==> config.mk <==
export PLATFORM = sky130hd
export DESIGN_NAME = alu_exec_ctrl
export DESIGN_NICKNAME = d
export VERILOG_FILES = /design/src/rtl/alu_pkg.sv /design/src/rtl/alu_op_decode.sv /design/src/rtl/alu_exec_ctrl.sv
export SDC_FILE = /design/constraint.sdc
export NUM_CORES = 1
export LEC_CHECK = 0
export ABC_CLOCK_PERIOD_IN_PS = 1800
export BUFFER_PORTS_ARGS = -buffer_cell sky130_fd_sc_hd__buf_2
export CAP_MARGIN = 10
export CELL_PAD_IN_SITES_DETAIL_PLACEMENT = 1
export CELL_PAD_IN_SITES_GLOBAL_PLACEMENT = 1
export CORE_MARGIN = 2
export CORE_UTILIZATION = 30
export DETAILED_ROUTE_END_ITERATION = 16
export PLACE_DENSITY = 0.78
export RECOVER_POWER = 100
export SETUP_SLACK_MARGIN = 0.02
export SLEW_MARGIN = 20
export SYNTH_ARGS = -nofsm -noshare
export SYNTH_HDL_FRONTEND = slang
export SYNTH_HIERARCHICAL = 1
export SYNTH_SLANG_ARGS = --single-unit
==> constraint.sdc <==
create_clock -name clk -period 1.8 [get_ports clk]
set_input_delay 0.36 -clock clk [delete_from_list [all_inputs] [get_ports clk]]
set_output_delay 0.36 -clock clk [all_outputs]
set_load 0.1 [all_outputs]
==> src/rtl/alu_pkg.sv <==
// rtl/alu_pkg.sv - shared opcodes, CPSR bit indices and sequencer state encoding
//
// Purpose : constants and types for the execute-stage sequencer and the
//           opcode decoder, so any future decoder uses the same encodings.
// Ports   : none (package)
package alu_pkg;

  // 6-bit instruction opcodes
  localparam logic [5:0] OP_ADD = 6'b000110;
  localparam logic [5:0] OP_SUB = 6'b001001;
  localparam logic [5:0] OP_AND = 6'b001011;
  localparam logic [5:0] OP_OR  = 6'b001010;
  localparam logic [5:0] OP_NOT = 6'b001100;
  localparam logic [5:0] OP_XOR = 6'b001110;
  localparam logic [5:0] OP_CMP = 6'b011101;
  localparam logic [5:0] OP_MOV = 6'b011100;
  localparam logic [5:0] OP_BEQ = 6'b100100;

  // CPSR bit positions within the 4-bit flag word
  localparam int FLAG_N = 3;
  localparam int FLAG_Z = 2;
  localparam int FLAG_C = 1;
  localparam int FLAG_V = 0;

  typedef enum logic [1:0] {
    ST_IDLE    = 2'd0,
    ST_EXEC    = 2'd1,
    ST_WB      = 2'd2,
    ST_BR_HOLD = 2'd3
  } state_t;

endpackage

==> src/rtl/alu_op_decode.sv <==
// rtl/alu_op_decode.sv - combinational opcode classifier
//
// Purpose : classifies a 6-bit opcode for the execute sequencer.
// Ports   : opcode     in  6  opcode to classify
//           is_data    out 1  produces a result for writeback
//           sets_flags out 1  may update CPSR (still gated by the S bit)
//           is_beq     out 1  conditional branch on Z
//           is_illegal out 1  not a recognised opcode
module alu_op_decode
  import alu_pkg::*;
(
  input  logic [5:0] opcode,
  output logic       is_data,
  output logic       sets_flags,
  output logic       is_beq,
  output logic       is_illegal
);

  always_comb begin
    is_data    = 1'b0;
    sets_flags = 1'b0;
    is_beq     = 1'b0;
    is_illegal = 1'b0;
    case (opcode)
      OP_ADD, OP_SUB, OP_CMP: begin
        is_data    = 1'b1;
        sets_flags = 1'b1;
      end
      OP_AND, OP_OR, OP_NOT, OP_XOR, OP_MOV: begin
        is_data = 1'b1;
      end
      OP_BEQ: begin
        is_beq = 1'b1;
      end
      default: begin
        is_illegal = 1'b1;
      end
    endcase
  end

endmodule

==> src/rtl/alu_exec_ctrl.sv <==
// rtl/alu_exec_ctrl.sv - execute-stage sequencer around a combinational ALU
//
// Purpose : accepts one instruction at a time, holds the ALU operands for
//           ALU_LAT cycles, samples the result, owns the CPSR flag register
//           and turns BEQ into a cycle-counted br_taken pulse.
// Ports   : clk, reset                  clock, synchronous active-high reset
//           issue_valid/issue_ready     instruction handshake
//           issue_opcode/a/b/s/pc_br    instruction fields
//           alu_opcode/a/b/s/pc_br      held operands to the external ALU
//           alu_result, alu_cpsr        ALU outputs (cpsr = N,Z,C,V)
//           wb_valid/wb_ready/wb_result writeback handshake and data
//           flags                       architectural CPSR
//           br_taken, br_target         taken-BEQ pulse and its target
//           illegal_op                  one-cycle unrecognised-opcode pulse
module alu_exec_ctrl
  import alu_pkg::*;
#(
  parameter int unsigned ALU_LAT         = 1,
  parameter int unsigned BR_PULSE_CYCLES = 4
) (
  input  logic        clk,
  input  logic        reset,
  input  logic        issue_valid,
  output logic        issue_ready,
  input  logic [5:0]  issue_opcode,
  input  logic [31:0] issue_a,
  input  logic [31:0] issue_b,
  input  logic        issue_s,
  input  logic [23:0] issue_pc_br,
  output logic [5:0]  alu_opcode,
  output logic [31:0] alu_a,
  output logic [31:0] alu_b,
  output logic        alu_s,
  output logic [23:0] alu_pc_br,
  input  logic [31:0] alu_result,
  input  logic [3:0]  alu_cpsr,
  output logic        wb_valid,
  input  logic        wb_ready,
  output logic [31:0] wb_result,
  output logic [3:0]  flags,
  output logic        br_taken,
  output logic [23:0] br_target,
  output logic        illegal_op
);

  // Counters reload with N-1 so that the terminal edge is the one seen at 0.
  localparam logic [3:0] LAT_INIT = 4'(ALU_LAT - 1);
  localparam logic [3:0] BR_INIT  = 4'(BR_PULSE_CYCLES - 1);

  state_t     state;
  state_t     state_next;
  logic [3:0] lat_cnt;
  logic [3:0] br_cnt;

  logic dec_data;
  logic dec_flags;
  logic dec_beq;
  logic dec_illegal;

  logic accept;
  logic exec_done;
  logic beq_taken;
  logic wb_done;

  // Decode the held opcode, not the issue port, so dispatch sees the
  // instruction that is actually in flight.
  alu_op_decode u_decode (
    .opcode     (alu_opcode),
    .is_data    (dec_data),
    .sets_flags (dec_flags),
    .is_beq     (dec_beq),
    .is_illegal (dec_illegal)
  );

  // State register
  always_ff @(posedge clk) begin
    if (reset) begin
      state <= ST_IDLE;
    end else begin
      state <= state_next;
    end
  end

  // Next-state logic
  always_comb begin
    state_next = state;
    case (state)
      ST_IDLE: begin
        if (issue_valid) begin
          state_next = ST_EXEC;
        end
      end
      ST_EXEC: begin
        if (lat_cnt == 4'd0) begin
          if (dec_data) begin
            state_next = ST_WB;
          end else if (dec_beq && flags[FLAG_Z]) begin
            state_next = ST_BR_HOLD;
          end else begin
            state_next = ST_IDLE;
          end
        end
      end
      ST_WB: begin
        if (wb_ready) begin
          state_next = ST_IDLE;
        end
      end
      ST_BR_HOLD: begin
        if (br_cnt == 4'd0) begin
          state_next = ST_IDLE;
        end
      end
      default: begin
        state_next = ST_IDLE;
      end
    endcase
  end

  // Output / strobe decode
  always_comb begin
    issue_ready = (state == ST_IDLE);
    accept      = (state == ST_IDLE) && issue_valid;
    exec_done   = (state == ST_EXEC) && (lat_cnt == 4'd0);
    beq_taken   = exec_done && dec_beq && flags[FLAG_Z];
    wb_done     = (state == ST_WB) && wb_ready;
  end

  // Datapath registers
  always_ff @(posedge clk) begin
    if (reset) begin
      alu_opcode <= 6'd0;
      alu_a      <= 32'd0;
      alu_b      <= 32'd0;
      alu_s      <= 1'b0;
      alu_pc_br  <= 24'd0;
      lat_cnt    <= 4'd0;
      br_cnt     <= 4'd0;
      wb_valid   <= 1'b0;
      wb_result  <= 32'd0;
      flags      <= 4'd0;
      br_taken   <= 1'b0;
      br_target  <= 24'd0;
      illegal_op <= 1'b0;
    end else begin
      illegal_op <= 1'b0;

      if (accept) begin
        alu_opcode <= issue_opcode;
        alu_a      <= issue_a;
        alu_b      <= issue_b;
        alu_s      <= issue_s;
        alu_pc_br  <= issue_pc_br;
        lat_cnt    <= LAT_INIT;
      end

      if ((state == ST_EXEC) && (lat_cnt != 4'd0)) begin
        lat_cnt <= lat_cnt - 4'd1;
      end

      if (exec_done) begin
        if (dec_data) begin
          wb_result <= alu_result;
          wb_valid  <= 1'b1;
        end
        // Flags land on the dispatch edge, before IDLE can accept the next
        // instruction, so a following BEQ always sees the new Z.
        if (dec_flags && alu_s) begin
          flags <= alu_cpsr;
        end
        if (dec_illegal) begin
          illegal_op <= 1'b1;
        end
      end

      if (beq_taken) begin
        br_taken  <= 1'b1;
        br_target <= alu_pc_br;
        br_cnt    <= BR_INIT;
      end

      if (wb_done) begin
        wb_valid <= 1'b0;
      end

      // br_target is deliberately left holding after the pulse ends.
      if (state == ST_BR_HOLD) begin
        if (br_cnt == 4'd0) begin
          br_taken <= 1'b0;
        end else begin
          br_cnt <= br_cnt - 4'd1;
        end
      end
    end
  end

endmodule

==> flow_summary.yaml, run 1 <==
sta:
  finClkSkew_ns: 0.0112
  fmax_ghz: 0.521
  max_slew_margin: 0.548
  fin_hold_ws_ns: 0.173
  setup_tns_ns: -2.94
  maxSlewViolCount: 0
  fin_crit_ns: 1.92
  hold_violations: 0
  setup_slack_ns: -0.120
  tightest_slew_ns: 0.677
  grt_setup_unrepaired: "true"
  setup_viol: 56
  period_share: 1.07
setup_path:
  r2r_slack_ns: -0.12
  worst-path-max-fanout: 26
  worstReg2RegStart: "alu_opcode[0]"
  crit_chain: "or4b_4 -> nor3_4 -> buf_4 -> nand4b_4 -> buf_12 -> o21ai_1 -> a21oi_2"
  critical-path-slowest-cell: "or4b_4"
  start_kind: "flip-flop"
  crit_family: "simple AND/OR/NAND/NOR gates"
  path_buf_inv: 2
  arrival_ns: 2.22
  crit_required_ns: 2.10
  end_kind: "flip-flop"
  worstSetupPathType: "flip-flop to flip-flop"
  cp_slowest_stage_delay_ns: 0.55
  crit_path_start: "alu_opcode[0]"
floorplanning:
  num_rows: 54
  start_util: 0.303
  ios: 294
  die_w_um: 152
  core_area_mm2: 0.0217
  chipHeight_um: 152
  fp.dieArea_mm2: 0.0231
yosys:
  syn_nets: 937
  ys_warn_count: 6
  synth_cells: 800
  synth_flop_cell: "dfxtp_1"
  netlist_area_mm2: 0.00657
  yosys-top-cells-count: "nand2_1, dfxtp_1, a21oi_1, clkbuf_1, o31ai_1"
  synth_edf_count: 0
  ys_types: 48
  async_reset_ff_frac: 0
  yosysTopAreaCell: "dfxtp_1"
  synth_area_per_cell_um2: 8.22
  synth.yosys.seq_area_share: 0.512
  ys_top_cells_by_area: "dfxtp_1, a21oi_1, nand2_1, o31ai_1, nand4_1"
  synth_top_area_share: 0.512
  yosys.cell_count.top_type: "nand2_1"
  synth_seq_cells: 168
place:
  port_buffers: 293
  hpwl_um: 15000
  gp_congestion: 0.760
clocking:
  clk_latency_ns: 0.42
  clk_path_buf_depth: 2
  cts.sinks: 168
  cts_tree: "done"
  root_buffer: "clkbuf_16"
  cts_buffers: 17
  clk_pin_slew_ns: 0.07
  htree_num_levels: 4
layout:
  fillers: 2601
  fin_nets: 1218
  drive_gt1_frac: 0.403
  area_delta_synth_final_pct: 48.6
global_routing:
  grt_pass1_wl_um: 35700
  met2_usage: 0.323
  grt_max_degree: 99
  grt-ovfl-total: 0
  antenna_found_initial: 1
  grt_pass1_vias: 7084
  met3_usage: 0.0608
  use_met1: 0.221
  busiest_layer: "met2"
  grt_usage: 0.186
power:
  p_switching_uw: 3770
  vdd_drop_max_v: 0.000612
  p_leak_uw: 0.00406
  p_sw_frac: 0.357
  intPower_uw: 6810
  finalPower_uw: 10600
  p_seq_frac: 0.381
  p_comb_frac: 0.247
  pwr-share-clk: 0.371
  power_density_mw_per_mm2: 1080
detailed_routing:
  drc_errors: 0
  ant_nets: 0
  wire_per_inst_um: 16.8
  vias: 6882
  drtPass1Iterations: 6
  wl_um: 23100
  drt_iter0_markers: 308
  routed_via_density: 5.01
hold_path:
  hold_path_startpoint: "issue_b[1]"
  min_path_type: "input port to flip-flop"
status:
  failed_checks: "negative setup slack"
  status: "complete, but fails checks"
run:
  cap_violations: 0
## path summary, 6_finish.rpt
check                   to  cells past startpoint
max          br_target[15]                      7
min               alu_b[1]                      3
max reg2reg  br_target[15]                      7
min reg2reg       alu_b[1]                      2
## state kept, by name, indices dropped and copies added (netlist names), 6 cells and up
signal      flops
alu_a          32
alu_b          32
alu_opcode      6
alu_pc_br      24
br_target      24
wb_result      32
## through the flow
stage                     cells  instance area, um2  setup WS [ns]   util
after global placement     1335                8580         -0.130  0.396
after global routing       1374                9760         -0.216  0.450
after floorplan             800                6680         -0.318      -
final                      1375                9770         -0.120  0.450
after CTS                  1370                9300         -0.162  0.429
after detailed placement   1335                8580         -0.219  0.396
## repair_timing
| action | 4_1_cts | 5_1_grt |
|---|---|---|
| gates cloned | 0 | 4 |
| hold endpoints to repair | 0 | 0 |
| setup endpoints to repair | 68 | 70 |
| gates resized for setup | 13 | 72 |
| hold buffers | 0 | 0 |
| buffers inserted | 3 | 0 |
| pin swaps | 2 | 20 |
## placed cells by master (no fill, tap or decap), types with 3 or more instances in the layout
cell / synthesis / layout
nand2_1: 195 / 194
dfxtp_1: 168 / 161
a21oi_1: 157 / 148
clkbuf_2: 1 / 146
buf_2: 22 / 144
nand4_1: 32 / 32
buf_4: 7 / 24
nand3_1: 27 / 23
o21ai_1: 19 / 22
clkbuf_16: 0 / 22
o31ai_2: 0 / 17
o31ai_4: 0 / 16
buf_12: 0 / 15
nand2b_1: 9 / 9
a21oi_2: 0 / 9
inv_1: 9 / 8
dfxtp_4: 0 / 6
o211ai_1: 5 / 5
clkbuf_8: 0 / 5
mux2i_1: 4 / 4
nand3_2: 0 / 4
o21ai_0: 7 / 4
nor2_1: 5 / 4
nand3b_1: 4 / 4
a31oi_1: 4 / 4
and2_1: 3 / 3
nor3_2: 1 / 3
clkinv_4: 0 / 3
clkbuf_1: 46 / 3
buf_6: 0 / 3
## worst reg2reg max path: stages, from the launching register on
cell      delay [ns]
dfxtp_4         0.34
or4b_4          0.55
nor3_4          0.20
buf_4           0.15
nand4b_4        0.10
buf_12          0.18
o21ai_1         0.19
a21oi_2         0.08
## power by group through the flow
stage	registers, uW	clock network [uW]	logic [uW]
floorplan	5410	0	637
global placement	4100	0	2510
detailed placement	4110	0	2530
CTS	4030	4020	2550
global route	4060	4220	2750
finish	4040	3930	2610
## kinds of logic after synthesis
kind of cell	share of synthesized area
mux	0.00609
buf+inv	0.0569
flops	0.512
compound gates	0.203
simple gates	0.218
xor+xnor	0.00133
fa+ha+maj	0.00381
## cell type report
cell class / instances / area, um2 / share of cell area
multi-input cells: 547 / 3270 / 0.334
clock inverters: 7 / 103 / 0.0105
well taps: 280 / 350 / 0.0359
flip-flops and latches: 168 / 3390 / 0.347
clock buffers: 25 / 538 / 0.0551
diodes: 1 / 2.50 / 0.000256
inverters: 9 / 46.3 / 0.00474
repair buffers: 338 / 2070 / 0.212
## per-layer routing
metal,share of wire,vias up
li1,-,3348
met5,0,-
met4,0.015,0
met3,0.065,24
met2,0.50,224
met1,0.42,3286
Note: power is estimated with default switching activity, not from simulation.
==> run 2, diff against run 1 <==
--- a/config.mk
+++ b/config.mk
@@ -14,7 +14,6 @@
 export CORE_UTILIZATION = 30
 export DETAILED_ROUTE_END_ITERATION = 16
 export PLACE_DENSITY = 0.78
-export RECOVER_POWER = 100
 export SETUP_SLACK_MARGIN = 0.02
 export SLEW_MARGIN = 20
 export SYNTH_ARGS = -nofsm -noshare
==> flow_summary.yaml, run 2 (synthesis results as in run 1) <==
status:
  status: "complete, but fails checks"
  failed_checks: "negative setup slack"
floorplanning:
  die_w_um: 152
  chipHeight_um: 152
  core_area_mm2: 0.0217
  start_util: 0.303
  ios: 294
  num_rows: 54
  fp.dieArea_mm2: 0.0231
sta:
  fin_crit_ns: 1.93
  setup_viol: 55
  maxSlewViolCount: 0
  grt_setup_unrepaired: "true"
  tightest_slew_ns: 0.562
  hold_violations: 0
  fin_hold_ws_ns: 0.174
  finClkSkew_ns: 0.0113
  period_share: 1.07
  fmax_ghz: 0.518
  max_slew_margin: 0.626
  setup_slack_ns: -0.132
power:
  finalPower_uw: 10600
  vdd_drop_max_v: 0.000611
  power_density_mw_per_mm2: 1080
  p_leak_uw: 0.00418
clocking:
  root_buffer: "clkbuf_16"
  clk_pin_slew_ns: 0.07
  clk_path_buf_depth: 2
  cts_buffers: 17
  cts_tree: "done"
  clk_latency_ns: 0.42
  cts.sinks: 168
  htree_num_levels: 4
layout:
  fillers: 2601
  layout_commonest_cell: "buf_2"
  mostFrequentLayoutCells: "buf_2, nand2_1, dfxtp_1"
  fin_nets: 1218
  drive_gt1_frac: 0.404
  area_delta_synth_final_pct: 48.7
  multi_input_area_mm2: 0.00327
  seqCellArea_mm2: 0.00339
  reg_top3: "alu_a x32, alu_b x32, wb_result x32"
detailed_routing:
  wl_um: 23100
  vias: 6859
  drtPass1Iterations: 6
  drc_errors: 0
  ant_nets: 0
  routed_via_density: 4.99
  drt_iter0_markers: 324
  wire_per_inst_um: 16.8
global_routing:
  grt_pass1_vias: 7084
  grt-ovfl-total: 0
  grt_pass1_wl_um: 35700
  antenna_found_initial: 1
  grt_usage: 0.186
  grt_max_degree: 99
setup_path:
  worstReg2RegStart: "alu_opcode[0]"
  r2r_slack_ns: -0.13
  arrival_ns: 2.23
  crit_path_start: "alu_opcode[0]"
  start_kind: "flip-flop"
  worstSetupPathType: "flip-flop to flip-flop"
  crit_required_ns: 2.10
  worst-path-max-fanout: 26
  end_kind: "flip-flop"
hold_path:
  min_path_type: "input port to flip-flop"
  hold_path_startpoint: "issue_b[1]"
run:
  cap_violations: 0
place:
  gp_congestion: 0.760
  hpwl_um: 15000
  port_buffers: 293
run 2: cell types whose count changed in the layout (fill, tap and decap cells not counted):
cell	before	now
clkbuf_2	146	0
buf_12	15	16
buf_4	24	25
clkbuf_1	3	2
clkbuf_8	5	4
buf_2	144	290
run 2: final timing paths:
kind	to	cells past startpoint
min reg2reg	alu_b[1]	2
min	alu_b[1]	3
max reg2reg	br_target[15]	7
max	br_target[15]	7
run 2: cell type report:
type / count / share of cell area
Multi-Input combinational cell: 547 / 0.334
Clock inverter: 7 / 0.0105
Sequential cell: 168 / 0.346
Clock buffer: 25 / 0.0550
Antenna cell: 1 / 0.000256
Tap cell: 280 / 0.0358
Timing Repair Buffer: 338 / 0.213
Inverter: 9 / 0.00474
run 2: routing by layer:
metal	GRT usage	routed length [um]	part of all wire
met4	0.0485	341	0.015
met3	0.0608	1520	0.066
met5	0	0	0
met1	0.221	9800	0.42
met2	0.323	11400	0.50
run 2: power by group:
group	total, uW	switching (uW)	internal, uW
Sequential	4030	124	3910
Clock	3930	1550	2380
Combinational	2630	2090	534
Total	10600	3760	6820
run 2: repair_timing:
item                                   in CTS  in global routing
cloned                                      0                  4
setup buffers                               3                  0
gates resized for setup                    13                 72
setup endpoints to repair                  68                 70
pin swaps                                   2                 20
hold buffers                                0                  0
endpoints found under the hold margin       0                  0
run 2: through the flow:
| step | instances | worst slack [ns] | TNS (ns) | instance area, um2 | utilization |
|---|---|---|---|---|---|
| global placement | 1335 | -0.130 | -2.47 | 8580 | 0.396 |
| global route | 1374 | -0.216 | -9.30 | 9770 | 0.451 |
| CTS | 1370 | -0.162 | -3.04 | 9300 | 0.429 |
| floorplan | 800 | -0.318 | -9.49 | 6680 | - |
| finish | 1375 | -0.132 | -2.94 | 9780 | 0.451 |
| detailed placement | 1335 | -0.219 | -4.19 | 8580 | 0.396 |
run 2: critical path, stage by stage, from the launching register on:
cell and delay (ns):
dfxtp_4 0.34, or4b_4 0.55, nor3_4 0.20, buf_4 0.15, nand4b_4 0.10, buf_12 0.18
o21ai_1 0.19, a21oi_2 0.08
